$ cat src/rtl/ps2_letter_decoder_if.sv
// rtl/ps2_letter_decoder_if.sv - PS/2 pin inputs and decoded-letter outputs of ps2_letter_decoder
interface ps2_letter_decoder_if;
  logic        PS2_CLK;
  logic        PS2_DAT;
  logic [25:0] letter;
  logic        letter_valid;
  logic        held;
  logic        frame_err;

  modport master (
    output PS2_CLK, PS2_DAT,
    input  letter, letter_valid, held, frame_err
  );

  modport slave (
    input  PS2_CLK, PS2_DAT,
    output letter, letter_valid, held, frame_err
  );
endinterface

$ cat src/rtl/ps2_letter_decoder.sv
// rtl/ps2_letter_decoder.sv - PS/2 Set-2 receiver and one-hot letter decoder
// Optional macro PS2_REPEAT_EN: when defined, typematic repeats of the held key emit again.
module ps2_letter_decoder #(
  parameter int FRAME_TIMEOUT = 50000,
  parameter int SYNC_STAGES   = 2
) (
  input  logic CLOCK_50,
  input  logic reset,
  ps2_letter_decoder_if.slave bus
);

  localparam int TW = $clog2(FRAME_TIMEOUT);

  typedef enum logic [1:0] {RX_IDLE, RX_DATA, RX_PARITY, RX_STOP} rx_state_t;
  typedef enum logic [1:0] {D_MAKE, D_BREAK, D_EXT, D_EXT_BREAK} dec_state_t;

  logic [SYNC_STAGES-1:0] r_clk_sync;
  logic [SYNC_STAGES-1:0] r_dat_sync;
  logic                   r_clk_prev;
  logic                   w_clk_s;
  logic                   w_dat_s;
  logic                   w_fall;

  assign w_clk_s = r_clk_sync[SYNC_STAGES-1];
  assign w_dat_s = r_dat_sync[SYNC_STAGES-1];
  assign w_fall  = r_clk_prev & ~w_clk_s;

  // Synchronisers preset high so reset release never looks like a falling edge.
  always_ff @(posedge CLOCK_50 or negedge reset) begin
    if (!reset) begin
      r_clk_sync <= '1;
      r_dat_sync <= '1;
      r_clk_prev <= 1'b1;
    end else begin
      r_clk_sync <= {r_clk_sync[SYNC_STAGES-2:0], bus.PS2_CLK};
      r_dat_sync <= {r_dat_sync[SYNC_STAGES-2:0], bus.PS2_DAT};
      r_clk_prev <= w_clk_s;
    end
  end

  rx_state_t r_rx_state, w_rx_next;
  logic [2:0]    r_bit_cnt;
  logic [7:0]    r_shift;
  logic          r_parity;
  logic [TW-1:0] r_tcnt;
  logic          r_byte_rdy;
  logic [7:0]    r_byte;
  logic          r_frame_err;
  logic          w_timeout;
  logic          w_good;
  logic          w_err;

  always_comb begin
    w_rx_next = r_rx_state;
    w_good    = 1'b0;
    w_err     = 1'b0;
    w_timeout = (r_rx_state != RX_IDLE) && !w_fall && (r_tcnt == TW'(FRAME_TIMEOUT - 1));
    if (w_timeout) begin
      w_rx_next = RX_IDLE;
      w_err     = 1'b1;
    end else if (w_fall) begin
      case (r_rx_state)
        RX_IDLE: begin
          if (w_dat_s) w_err = 1'b1;
          else         w_rx_next = RX_DATA;
        end
        RX_DATA: begin
          if (r_bit_cnt == 3'd7) w_rx_next = RX_PARITY;
        end
        RX_PARITY: w_rx_next = RX_STOP;
        RX_STOP: begin
          w_rx_next = RX_IDLE;
          // Odd parity: data plus parity bit must hold an odd number of ones.
          if (w_dat_s && (^{r_shift, r_parity})) w_good = 1'b1;
          else                                   w_err  = 1'b1;
        end
        default: w_rx_next = RX_IDLE;
      endcase
    end
  end

  always_ff @(posedge CLOCK_50 or negedge reset) begin
    if (!reset) begin
      r_rx_state  <= RX_IDLE;
      r_bit_cnt   <= 3'd0;
      r_shift     <= 8'd0;
      r_parity    <= 1'b0;
      r_tcnt      <= '0;
      r_byte_rdy  <= 1'b0;
      r_byte      <= 8'd0;
      r_frame_err <= 1'b0;
    end else begin
      r_rx_state  <= w_rx_next;
      r_byte_rdy  <= w_good;
      r_frame_err <= w_err;
      if (w_good) r_byte <= r_shift;
      if (w_fall || r_rx_state == RX_IDLE || w_timeout) r_tcnt <= '0;
      else                                              r_tcnt <= r_tcnt + 1'b1;
      if (w_fall && !w_timeout) begin
        case (r_rx_state)
          RX_IDLE:   r_bit_cnt <= 3'd0;
          RX_DATA: begin
            r_shift   <= {w_dat_s, r_shift[7:1]};
            r_bit_cnt <= r_bit_cnt + 3'd1;
          end
          RX_PARITY: r_parity <= w_dat_s;
          default:   r_bit_cnt <= r_bit_cnt;
        endcase
      end
    end
  end

  function automatic logic [5:0] letter_lookup(input logic [7:0] code);
    logic [5:0] m;
    m = 6'd0;
    case (code)
      8'h1C: m = {1'b1, 5'd0};   8'h32: m = {1'b1, 5'd1};   8'h21: m = {1'b1, 5'd2};
      8'h23: m = {1'b1, 5'd3};   8'h24: m = {1'b1, 5'd4};   8'h2B: m = {1'b1, 5'd5};
      8'h34: m = {1'b1, 5'd6};   8'h33: m = {1'b1, 5'd7};   8'h43: m = {1'b1, 5'd8};
      8'h3B: m = {1'b1, 5'd9};   8'h42: m = {1'b1, 5'd10};  8'h4B: m = {1'b1, 5'd11};
      8'h3A: m = {1'b1, 5'd12};  8'h31: m = {1'b1, 5'd13};  8'h44: m = {1'b1, 5'd14};
      8'h4D: m = {1'b1, 5'd15};  8'h15: m = {1'b1, 5'd16};  8'h2D: m = {1'b1, 5'd17};
      8'h1B: m = {1'b1, 5'd18};  8'h2C: m = {1'b1, 5'd19};  8'h3C: m = {1'b1, 5'd20};
      8'h2A: m = {1'b1, 5'd21};  8'h1D: m = {1'b1, 5'd22};  8'h22: m = {1'b1, 5'd23};
      8'h35: m = {1'b1, 5'd24};  8'h1A: m = {1'b1, 5'd25};
      default: m = 6'd0;
    endcase
    return m;
  endfunction

  dec_state_t r_dec_state, w_dec_next;
  logic [25:0] r_letter;
  logic        r_letter_valid;
  logic        r_held;
  logic [7:0]  r_held_code;
  logic [5:0]  w_map;
  logic        w_suppress;
  logic        w_emit;
  logic        w_release;

  assign w_map = letter_lookup(r_byte);

`ifdef PS2_REPEAT_EN
  assign w_suppress = 1'b0;
`else
  assign w_suppress = r_held && (r_byte == r_held_code);
`endif

  always_comb begin
    w_dec_next = r_dec_state;
    w_emit     = 1'b0;
    w_release  = 1'b0;
    if (r_byte_rdy) begin
      case (r_dec_state)
        D_MAKE: begin
          if (r_byte == 8'hF0)             w_dec_next = D_BREAK;
          else if (r_byte == 8'hE0)        w_dec_next = D_EXT;
          else if (w_map[5] && !w_suppress) w_emit    = 1'b1;
        end
        D_BREAK: begin
          w_dec_next = D_MAKE;
          w_release  = r_held && (r_byte == r_held_code);
        end
        D_EXT:       w_dec_next = (r_byte == 8'hF0) ? D_EXT_BREAK : D_MAKE;
        D_EXT_BREAK: w_dec_next = D_MAKE;
        default:     w_dec_next = D_MAKE;
      endcase
    end
  end

  always_ff @(posedge CLOCK_50 or negedge reset) begin
    if (!reset) begin
      r_dec_state    <= D_MAKE;
      r_letter       <= 26'd0;
      r_letter_valid <= 1'b0;
      r_held         <= 1'b0;
      r_held_code    <= 8'd0;
    end else begin
      r_dec_state    <= w_dec_next;
      r_letter_valid <= w_emit;
      if (w_emit) begin
        r_letter    <= 26'd1 << w_map[4:0];
        r_held      <= 1'b1;
        r_held_code <= r_byte;
      end else if (w_release) begin
        r_held <= 1'b0;
      end
    end
  end

  assign bus.letter       = r_letter;
  assign bus.letter_valid = r_letter_valid;
  assign bus.held         = r_held;
  assign bus.frame_err    = r_frame_err;

endmodule
$ cat src/flat_wrapper.sv
// flat-port wrapper written by rule: the top's interface ports become plain ports
module ps2_letter_decoder_flat 
#(
  parameter int FRAME_TIMEOUT = 50000,
  parameter int SYNC_STAGES   = 2
)
  (CLOCK_50, reset, bus_PS2_CLK, bus_PS2_DAT, bus_letter, bus_letter_valid, bus_held, bus_frame_err);
  ps2_letter_decoder_if bus_i ();
  input  logic CLOCK_50;
  input  logic reset;
  input wire logic [$bits(bus_i.PS2_CLK)-1:0] bus_PS2_CLK;
  input wire logic [$bits(bus_i.PS2_DAT)-1:0] bus_PS2_DAT;
  output wire logic [$bits(bus_i.letter)-1:0] bus_letter;
  output wire logic [$bits(bus_i.letter_valid)-1:0] bus_letter_valid;
  output wire logic [$bits(bus_i.held)-1:0] bus_held;
  output wire logic [$bits(bus_i.frame_err)-1:0] bus_frame_err;
  assign bus_i.PS2_CLK = bus_PS2_CLK;
  assign bus_i.PS2_DAT = bus_PS2_DAT;
  assign bus_letter = bus_i.letter;
  assign bus_letter_valid = bus_i.letter_valid;
  assign bus_held = bus_i.held;
  assign bus_frame_err = bus_i.frame_err;
  ps2_letter_decoder #(.FRAME_TIMEOUT(FRAME_TIMEOUT), .SYNC_STAGES(SYNC_STAGES)) u_core (.CLOCK_50(CLOCK_50), .reset(reset), .bus(bus_i));
endmodule
$ cat config.mk
export PLATFORM = sky130hd
export DESIGN_NAME = ps2_letter_decoder_flat
export DESIGN_NICKNAME = d
export VERILOG_FILES = /design/src/rtl/ps2_letter_decoder_if.sv /design/src/rtl/ps2_letter_decoder.sv /design/src/flat_wrapper.sv
export SDC_FILE = /design/constraint.sdc
export NUM_CORES = 1
export LEC_CHECK = 0
export ABC_AREA = 1
export CAP_MARGIN = 10
export CORE_MARGIN = 3
export CORE_UTILIZATION = 40
export DETAILED_ROUTE_END_ITERATION = 10
export REMOVE_ABC_BUFFERS = 1
export SETUP_SLACK_MARGIN = 0.15
export SLEW_MARGIN = 40
export SYNTH_ARGS = -nofsm -noshare
export SYNTH_HDL_FRONTEND = slang
export SYNTH_SLANG_ARGS = --single-unit
$ cat constraint.sdc
create_clock -name CLOCK_50 -period 2.3 [get_ports CLOCK_50]
set_input_delay 0.46 -clock CLOCK_50 [delete_from_list [all_inputs] [get_ports CLOCK_50]]
set_output_delay 0.46 -clock CLOCK_50 [all_outputs]
set_load 0.01 [all_outputs]
== Yosys cells after proc, flatten, opt, wreduce, memory -nomap -nowiden ==
Memories as Yosys holds them, arrays and structs flattened.
Cells that the tools add are included.

* $add $sub $neg: 2
* $mul: 0
* Div/mod/pow operators: 0
* Magnitude comparators: 0
* Equal/unequal tests: 14
* Shift-type cells: 1
* Multiplexer cells: 30
* Bitwise logic cells: 2
* Reductions and logical operators: 24

{| class="wikitable"
|+ Operators by type and width
! cell !! number
|-
| $shl A1 B5 Y26 const A || 1
|-
| $mux W1 || 17
|-
| $add A16 B1 Y16 const B || 1
|-
| $eq A16 B16 Y1 const B || 1
|-
| $eq A8 B8 Y1 const B || 2
|-
| $mux W16 || 1
|-
| $mux W2 || 7
|-
| $reduce_xor A9 Y1 || 1
|-
| $eq A2 B2 Y1 const B || 4
|-
| $eq A8 B8 Y1 || 1
|-
| $pmux W2 S4 || 1
|-
| $reduce_and A2 Y1 || 4
|-
| $reduce_bool A2 Y1 || 4
|-
| $logic_and A1 B1 Y1 || 6
|-
| $mux W6 || 1
|-
| $ne A3 B1 Y1 const B || 2
|-
| $pmux W2 S3 || 1
|-
| $pmux W3 S2 || 1
|-
| $eq A2 B1 Y1 const B || 2
|-
| $logic_not A2 Y1 || 2
|-
| $add A3 B1 Y3 const B || 1
|-
| $eq A3 B3 Y1 const B || 1
|-
| $logic_not A1 Y1 || 3
|-
| $ne A3 B3 Y1 const B || 1
|-
| 6 further kinds || 7
|}

* Flip-flop bits (word level): 83
* Latch bits: 0
* RAM bits: 0
* ROM bits: 768
* Input bits: 4
* Output and inout port bits: 29
* Word-level logic and storage cells: 90
* Memories kept: 1

{| class="wikitable"
|+ Memories
! name !! words !! width !! rd ports !! clocked after Yosys merged registers in !! write ports !! line !! source
|-
| (name not given) || 128 || 6 || 1 || 0 || 0 || ps2_letter_decoder.sv:116 || <nowiki>case (code)</nowiki>
|}

== Longest topological paths before layout ==
Gate-level depths: netlist of run 1.

* Depth after elaboration: 10
* Depth in mapped cells: 15
* Depth with buffers taken out: 14

== Worst setup path after synthesis of run 1 ==
Ideal clock, no wire load.

* Kind: register to register
* Start: register u_core.r_byte[2]
* End: register u_core.r_letter[0], in the netlist u_core.bus.letter[0]
* Library setup time: 0.117 ns
* Arrival time: 1.693 ns
* Data required time: 2.183 ns
* Slack: 0.489 ns
* Stages on the path, launching flop included: 14
* Path buffers: 3
* Period minus slack after synthesis: 1.811 ns
* Cells stage by stage: dfrtp_1 buf_4 inv_2 ha_1 nand2_1 nand2_1 nand2_1 nand3_1 nand2_1 nand2_4 buf_6 buf_6 nand2_1 nand2_1

* Cells in the longest elaborated chain, start to end: 9
* Elaborated cells on any way between the ends: 14
* Those cells by class: 3 x eq/ne; 1 x shift; 6 x mux; 3 x reduce/logical; 1 x memory

{| class="wikitable"
|+ RTL lines
! what !! line !! source
|-
| from (decl) || ps2_letter_decoder.sv:47 || <nowiki>logic [7:0] r_byte;</nowiki>
|-
| from (signal assigned) || ps2_letter_decoder.sv:96 || <nowiki>if (w_good) r_byte <= r_shift;</nowiki>
|-
| parallel branches: the longest is 9 deep, another holds $mem_v2 Z128 W6 || n/a ||
|-
| to (signal assigned) || ps2_letter_decoder.sv:182 || <nowiki>r_letter <= 26'd1 << w_map[4:0];</nowiki>
|-
| to (decl) || ps2_letter_decoder.sv:132 || <nowiki>logic [25:0] r_letter;</nowiki>
|}

Several ways; the timed one is not identified.
A chain may end at the register's enable or synchronous reset.

== Worst setup path in the final report of run 1 ==
* Start: register u_core.r_byte[2]
* End: register u_core.r_letter[1], in the netlist u_core.bus.letter[1]

Same word-level chain as after synthesis.

==> results.json, run 1 <==
{
  "regToRegSetupSlack_ns": 0.35,
  "fmax_ghz": 0.512,
  "synth-seq-cells": 83,
  "max_cap_viol_count": 0,
  "worstPathRequired_ns": 2.61,
  "diodes": 0,
  "io_buffers": 32,
  "slew_viol_final": 0,
  "grt_pass1_wl_um": 15900,
  "grt_max_degree": 37,
  "dpl_cell_area_um2": 4790,
  "outcome": "finished, final reports clean",
  "final_cell_mix": "187 x nand2_1, 75 x dfrtp_1, 55 x inv_1",
  "rsz0062_at_grt": "true",
  "hold_class": "primary input to asynchronous set/reset pin",
  "finClkSkew_ns": 0.0136,
  "antenna_found_initial": 0,
  "numCtsBuffers": 9,
  "insertion_delay_ns": 0.36,
  "drtIter0Drc": 157,
  "die_height_um": 110,
  "route.met3.wl_um": 311,
  "synth-simple-area-share": 0.307,
  "cts_root_buf": "clkbuf_8",
  "vias": 3677,
  "synth_top_family_by_area": "simple AND/OR/NAND/NOR gates",
  "seq_area_um2": 2090,
  "hpwlAfterDp_um": 6940,
  "io_pins": 33,
  "drt-pass1-iter-count": 4,
  "r2r-start": "u_core.r_byte[2]",
  "rr_worst_depth": 13,
  "ir_worst_vdd_mv": 0.390,
  "drt-met1-wl_um": 4550,
  "synth_xor_area_frac": 0.0183,
  "grt_pass1_vias": 3432,
  "fin_area_um2": 5040,
  "drc": 0,
  "final.setup.tns_ns": 0,
  "r2r_end": "u_core.bus.letter[1]",
  "fillers": 1029,
  "grt.total_usage": 0.166,
  "netlist_top_cells_area": "dfrtp_1 45%, nand2_1 16%, nand3_1 5.8%",
  "postRouteAntennaNets": 0,
  "crit_path_end_kind": "flip-flop",
  "cts.htree.levels": 3,
  "hold_violations": 0,
  "synth_mux_area_frac": 0,
  "p_total_mw": 4.01,
  "synthAdderAreaFrac": 0.0232,
  "synth_flop_cell": "dfrtp_1",
  "worstSetupPathType": "flip-flop to flip-flop",
  "die_w_um": 110,
  "num_rows": 37,
  "start_util": 0.414,
  "wl_per_cell_um": 12.6,
  "yosys_warnings": 0,
  "top_layer": "met4",
  "preCtsSetupSlack_ns": 0.131,
  "synth_edf_count": 0,
  "yosysTopAreaCellShare": 0.453,
  "totalWireLength_um": 9340,
  "fin_crit_sh": 0.850,
  "cts_tree": "yes",
  "fin_crit_ns": 1.95,
  "area_growth_pct": 17.0,
  "critPathLaunchType": "flip-flop",
  "via_per_inst": 4.96,
  "clk_pin_slew_ns": 0.10,
  "final_cells": 742,
  "clock-sinks": 83,
  "leakagePower_nw": 2.42,
  "setup_viol": 0,
  "slew_headroom": 0.666,
  "worstPathMaxFanout": 8,
  "multi_input_area_um2": 1920,
  "async_reset_ff_frac": 1.00,
  "drive_above_1_share": 0.0941,
  "met2_length_um": 4380,
  "gp_congestion": 0.891,
  "grt_overflow": 0,
  "post-route-util": 0.484,
  "layout_setup_ws_ns": 0.346,
  "die-area_um2": 12100,
  "syn_inst": 557,
  "arrival_ns": 2.26,
  "syn_avg_cell_area_um2": 7.74,
  "synth_seq_area_share": 0.483,
  "whs_ns": 0.0542,
  "final_common_cell": "nand2_1",
  "finalNetCount": 613,
  "synth_area_um2": 4310,
  "synth_compound_area_frac": 0.0946,
  "synth_area_leader_cell": "dfrtp_1",
  "placed_cells": 722,
  "power_density_nw_per_um2": 794,
  "clockBufferDepth": 2,
  "core_um2": 10400,
  "worst_pin_slew_ns": 0.501,
  "synth_cell_types": 37
}
[worst max path at each step]
| stage | start | cells past startpoint | to | slack [ns] |
|---|---|---|---|---|
| finish | u_core.r_byte[2] | 13 | u_core.bus.letter[1] | 0.35 |
| global route | u_core.r_byte[2] | 13 | u_core.bus.letter[1] | 0.13 |
| CTS | u_core.r_byte[2] | 11 | u_core.bus.letter[2] | 0.20 |
| detailed placement | u_core.r_byte[2] | 11 | u_core.bus.letter[6] | 0.13 |
| global placement | u_core.r_byte[2] | 13 | u_core.bus.letter[25] | 0.1 |
| floorplan | u_core.r_byte[2] | 11 | u_core.bus.letter[16] | 0.40 |
[timing repair]
item	in CTS	in global routing
setup buffers	0	4
resized for setup	1	5
gates cloned	0	0
endpoints found under the setup margin	28	35
hold buffers	0	0
pin swaps	0	1
[cell families after synthesis]
group,after synthesis
simple gates,307
buf+inv,76
compound gates,74
xor+xnor,9
flops,83
fa+ha+maj,8
[registers in the layout, indices dropped and copies added (netlist names)]
signal	cells
u_core.r_held_code	8
u_core.r_dec_state	2
u_core.r_clk_sync	2
u_core.r_clk_prev	1
u_core.r_tcnt	16
u_core.bus.letter_valid	1
u_core.r_byte_rdy	1
u_core.bus.letter	26
u_core.r_parity	1
u_core.r_dat_sync	2
u_core.r_bit_cnt	3
u_core.bus.frame_err	1
u_core.r_byte	8
u_core.r_shift	8
u_core.bus.held	1
u_core.r_rx_state	2
[Yosys cell counts (all sizes together), types with 2 or more instances]
| master | instances |
|---|---|
| ha | 8 |
| inv | 63 |
| buf | 10 |
| o211ai | 2 |
| xor2 | 5 |
| dfrtp | 78 |
| a21oi | 15 |
| a21boi | 6 |
| o21bai | 4 |
| xnor2 | 4 |
| nor3 | 7 |
| dfstp | 5 |
| o21ai | 44 |
| clkbuf | 2 |
| nand3 | 51 |
| nor4 | 4 |
| nand4 | 6 |
| nand2 | 189 |
| nor2 | 46 |
[where the power goes]
group / switching [mW] / internal, mW / leakage [nW]
clock network: 0.620 / 0.424 / 0.0902
logic: 0.777 / 0.422 / 1.21
registers: 0.150 / 1.61 / 1.12
[area by class of cell]
class / count / share of cell area
flip-flops and latches: 83 / 0.414
multi-input cells: 398 / 0.380
repair buffers: 45 / 0.0849
inverters: 64 / 0.0481
well taps: 136 / 0.0337
clock buffers: 9 / 0.0246
clock inverters: 7 / 0.0144
[layer usage]
layer  global-route usage  up-vias
met4               0.0454        0
met2                0.276       68
met1                0.224     1724
met5                    0        -
li1                     -     1875
met3               0.0270       10
[critical path: stages (launching register included)]
cell and delay, ns:
dfrtp_2 0.43, inv_2 0.14, ha_1 0.25, nand2_1 0.11
o21ai_0 0.10, nand2_1 0.06, nand3_1 0.09, nand2_1 0.08
nand2_1 0.12, inv_1 0.08, nand2_1 0.07, nor2_1 0.20
nand3_1 0.11, nand2_1 0.07
Note: power is estimated with default switching activity, not from simulation.
==> run 2: changes to the inputs <==
Clock period 2.3 ns to 1.9 ns, I/O delays scaled along.
==> run 2 against run 1 <==
Compared with the run above: die area did not move; critical path type unchanged; via count is 4.0% higher; utilization rose by 5.2 points; worst hold slack got worse by 0.045 ns; first-iteration DRC count increased by 0.64%; total power is 31% higher; cell area up 11%; sequential power rose by 22%; global-route usage up 1.1 points; fmax is 5.2% higher; combinational power rose by 59%; flip-flop and latch count unchanged.
==> results.json, run 2 (same netlist as run 1, synthesis figures left out) <==
{
  "cts_root_buf": "clkbuf_8",
  "slew_headroom": 0.698,
  "gp_congestion": 0.869,
  "r2r_end": "u_core.bus.letter[22]",
  "critPathLaunchType": "flip-flop",
  "grt_overflow": 0,
  "crit_path_end_kind": "flip-flop",
  "leakagePower_nw": 2.66,
  "start_util": 0.414,
  "drtIter0Drc": 158,
  "wl_per_cell_um": 12.9,
  "top_layer": "met4",
  "io_buffers": 32,
  "clk_pin_slew_ns": 0.10,
  "final_cell_mix": "170 x nand2_1, 75 x dfrtp_1, 52 x inv_1",
  "cts-hold-fix-buffers": 0,
  "drt-pass1-iter-count": 4,
  "num_rows": 37,
  "power_density_nw_per_um2": 941,
  "die_height_um": 110,
  "drt-met1-wl_um": 4600,
  "area_growth_pct": 29.5,
  "setup_viol": 0,
  "antenna_found_initial": 0,
  "grt_max_degree": 84,
  "cts_tree": "yes",
  "clock-sinks": 83,
  "totalWireLength_um": 9940,
  "met2_length_um": 4730,
  "die_w_um": 110,
  "hold_class": "primary input to asynchronous set/reset pin",
  "max_cap_viol_count": 0,
  "fmax_ghz": 0.539,
  "io_pins": 33,
  "vias": 3823,
  "drive_above_1_share": 0.233,
  "core_um2": 10400,
  "die-area_um2": 12100,
  "p_total_mw": 5.25,
  "final_common_cell": "nand2_1",
  "worstPathRequired_ns": 2.21,
  "ir_worst_vdd_mv": 0.554,
  "finalNetCount": 641,
  "fin_crit_ns": 1.86,
  "whs_ns": 0.00876,
  "drc": 0,
  "grt_pass1_wl_um": 17000,
  "arrival_ns": 2.17,
  "diodes": 0,
  "fin_crit_sh": 0.977,
  "largest_reg_flops": 26,
  "grt_pass1_vias": 3665,
  "postRouteAntennaNets": 0,
  "numCtsBuffers": 9,
  "grt.total_usage": 0.176,
  "route.met3.wl_um": 435,
  "outcome": "finished, final reports clean",
  "cts.htree.levels": 3,
  "hpwlAfterDp_um": 6890,
  "regToRegSetupSlack_ns": 0.04,
  "rr_worst_depth": 12,
  "via_per_inst": 4.96,
  "r2r-start": "u_core.r_byte[1]",
  "rsz0062_at_grt": "true",
  "worstPathMaxFanout": 8,
  "hold_violations": 0,
  "clockBufferDepth": 2,
  "worstSetupPathType": "flip-flop to flip-flop",
  "insertion_delay_ns": 0.36,
  "worst_pin_slew_ns": 0.453,
  "slew_viol_final": 0,
  "finClkSkew_ns": 0.0136
}
run 2: changes by cell type in the layout (fill, tap and decap cells not counted), sizes merged:
cell | before | now
buf | 14 | 42
run 2: worst max path at each step:
stage / slack, ns / start / to
2_1_floorplan: -0.001 / u_core.r_byte[2] / u_core.bus.letter[16]
3_3_place_gp: -0.02 / u_core.r_byte[2] / u_core.bus.letter[17]
3_5_place_dp: -0.01 / u_core.r_byte[1] / u_core.bus.letter[8]
4_1_cts: 0.08 / u_core.r_byte[2] / u_core.bus.letter[18]
5_1_grt: -0.08 / u_core.r_byte[0] / u_core.bus.letter[17]
6_report: 0.04 / u_core.r_byte[1] / u_core.bus.letter[22]
run 2: what timing repair did:
| item | CTS | global route |
|---|---|---|
| buffers inserted | 8 | 5 |
| cloned | 0 | 1 |
| pin swaps | 11 | 20 |
| endpoints found under the setup margin | 39 | 62 |
| resized for setup | 35 | 75 |
run 2: worst max-delay path, cell delays in order, from the launching register on:
cell	delay (ns)
dfrtp_2	0.49
inv_4	0.13
nand2_2	0.07
nand2_2	0.08
nand2_2	0.06
buf_4	0.12
o211ai_1	0.08
nand3_1	0.11
nand2_2	0.12
nand2_4	0.10
nor2_4	0.26
nand3_1	0.13
nand2_1	0.07
run 2: power by group:
part           switching (mW)  internal, mW
combinational            1.17         0.739
clock                   0.706         0.495
sequential              0.188          1.95
total                    2.06          3.19
run 2: routing by layer:
layer | GRT usage | vias to the layer above
met2 | 0.279 | 81
met4 | 0.0632 | 0
met5 | 0 | -
met1 | 0.238 | 1790
met3 | 0.0382 | 17
li1 | - | 1935
run 2: final cells by class:
type	count	area, um^2
Multi-Input combinational cell	398	2210
Inverter	64	249
Tap cell	136	170
Clock inverter	7	60.1
Timing Repair Buffer	73	682
Fill cell	966	4840
Clock buffer	9	124
Sequential cell	83	2090
run 2: through the flow:
| step | cells | instance area (um^2) | util | TNS [ns] | setup WS [ns] |
|---|---|---|---|---|---|
| after CTS | 764 | 5310 | 0.510 | 0 | 0.0847 |
| after global placement | 740 | 4950 | 0.475 | -0.0588 | -0.0219 |
| after floorplan | 545 | 4230 | - | -0.00420 | -0.00106 |
| after global routing | 770 | 5580 | 0.536 | -0.676 | -0.0751 |
| after detailed placement | 740 | 4950 | 0.475 | -0.0178 | -0.0101 |
| final | 770 | 5580 | 0.536 | 0 | 0.0430 |
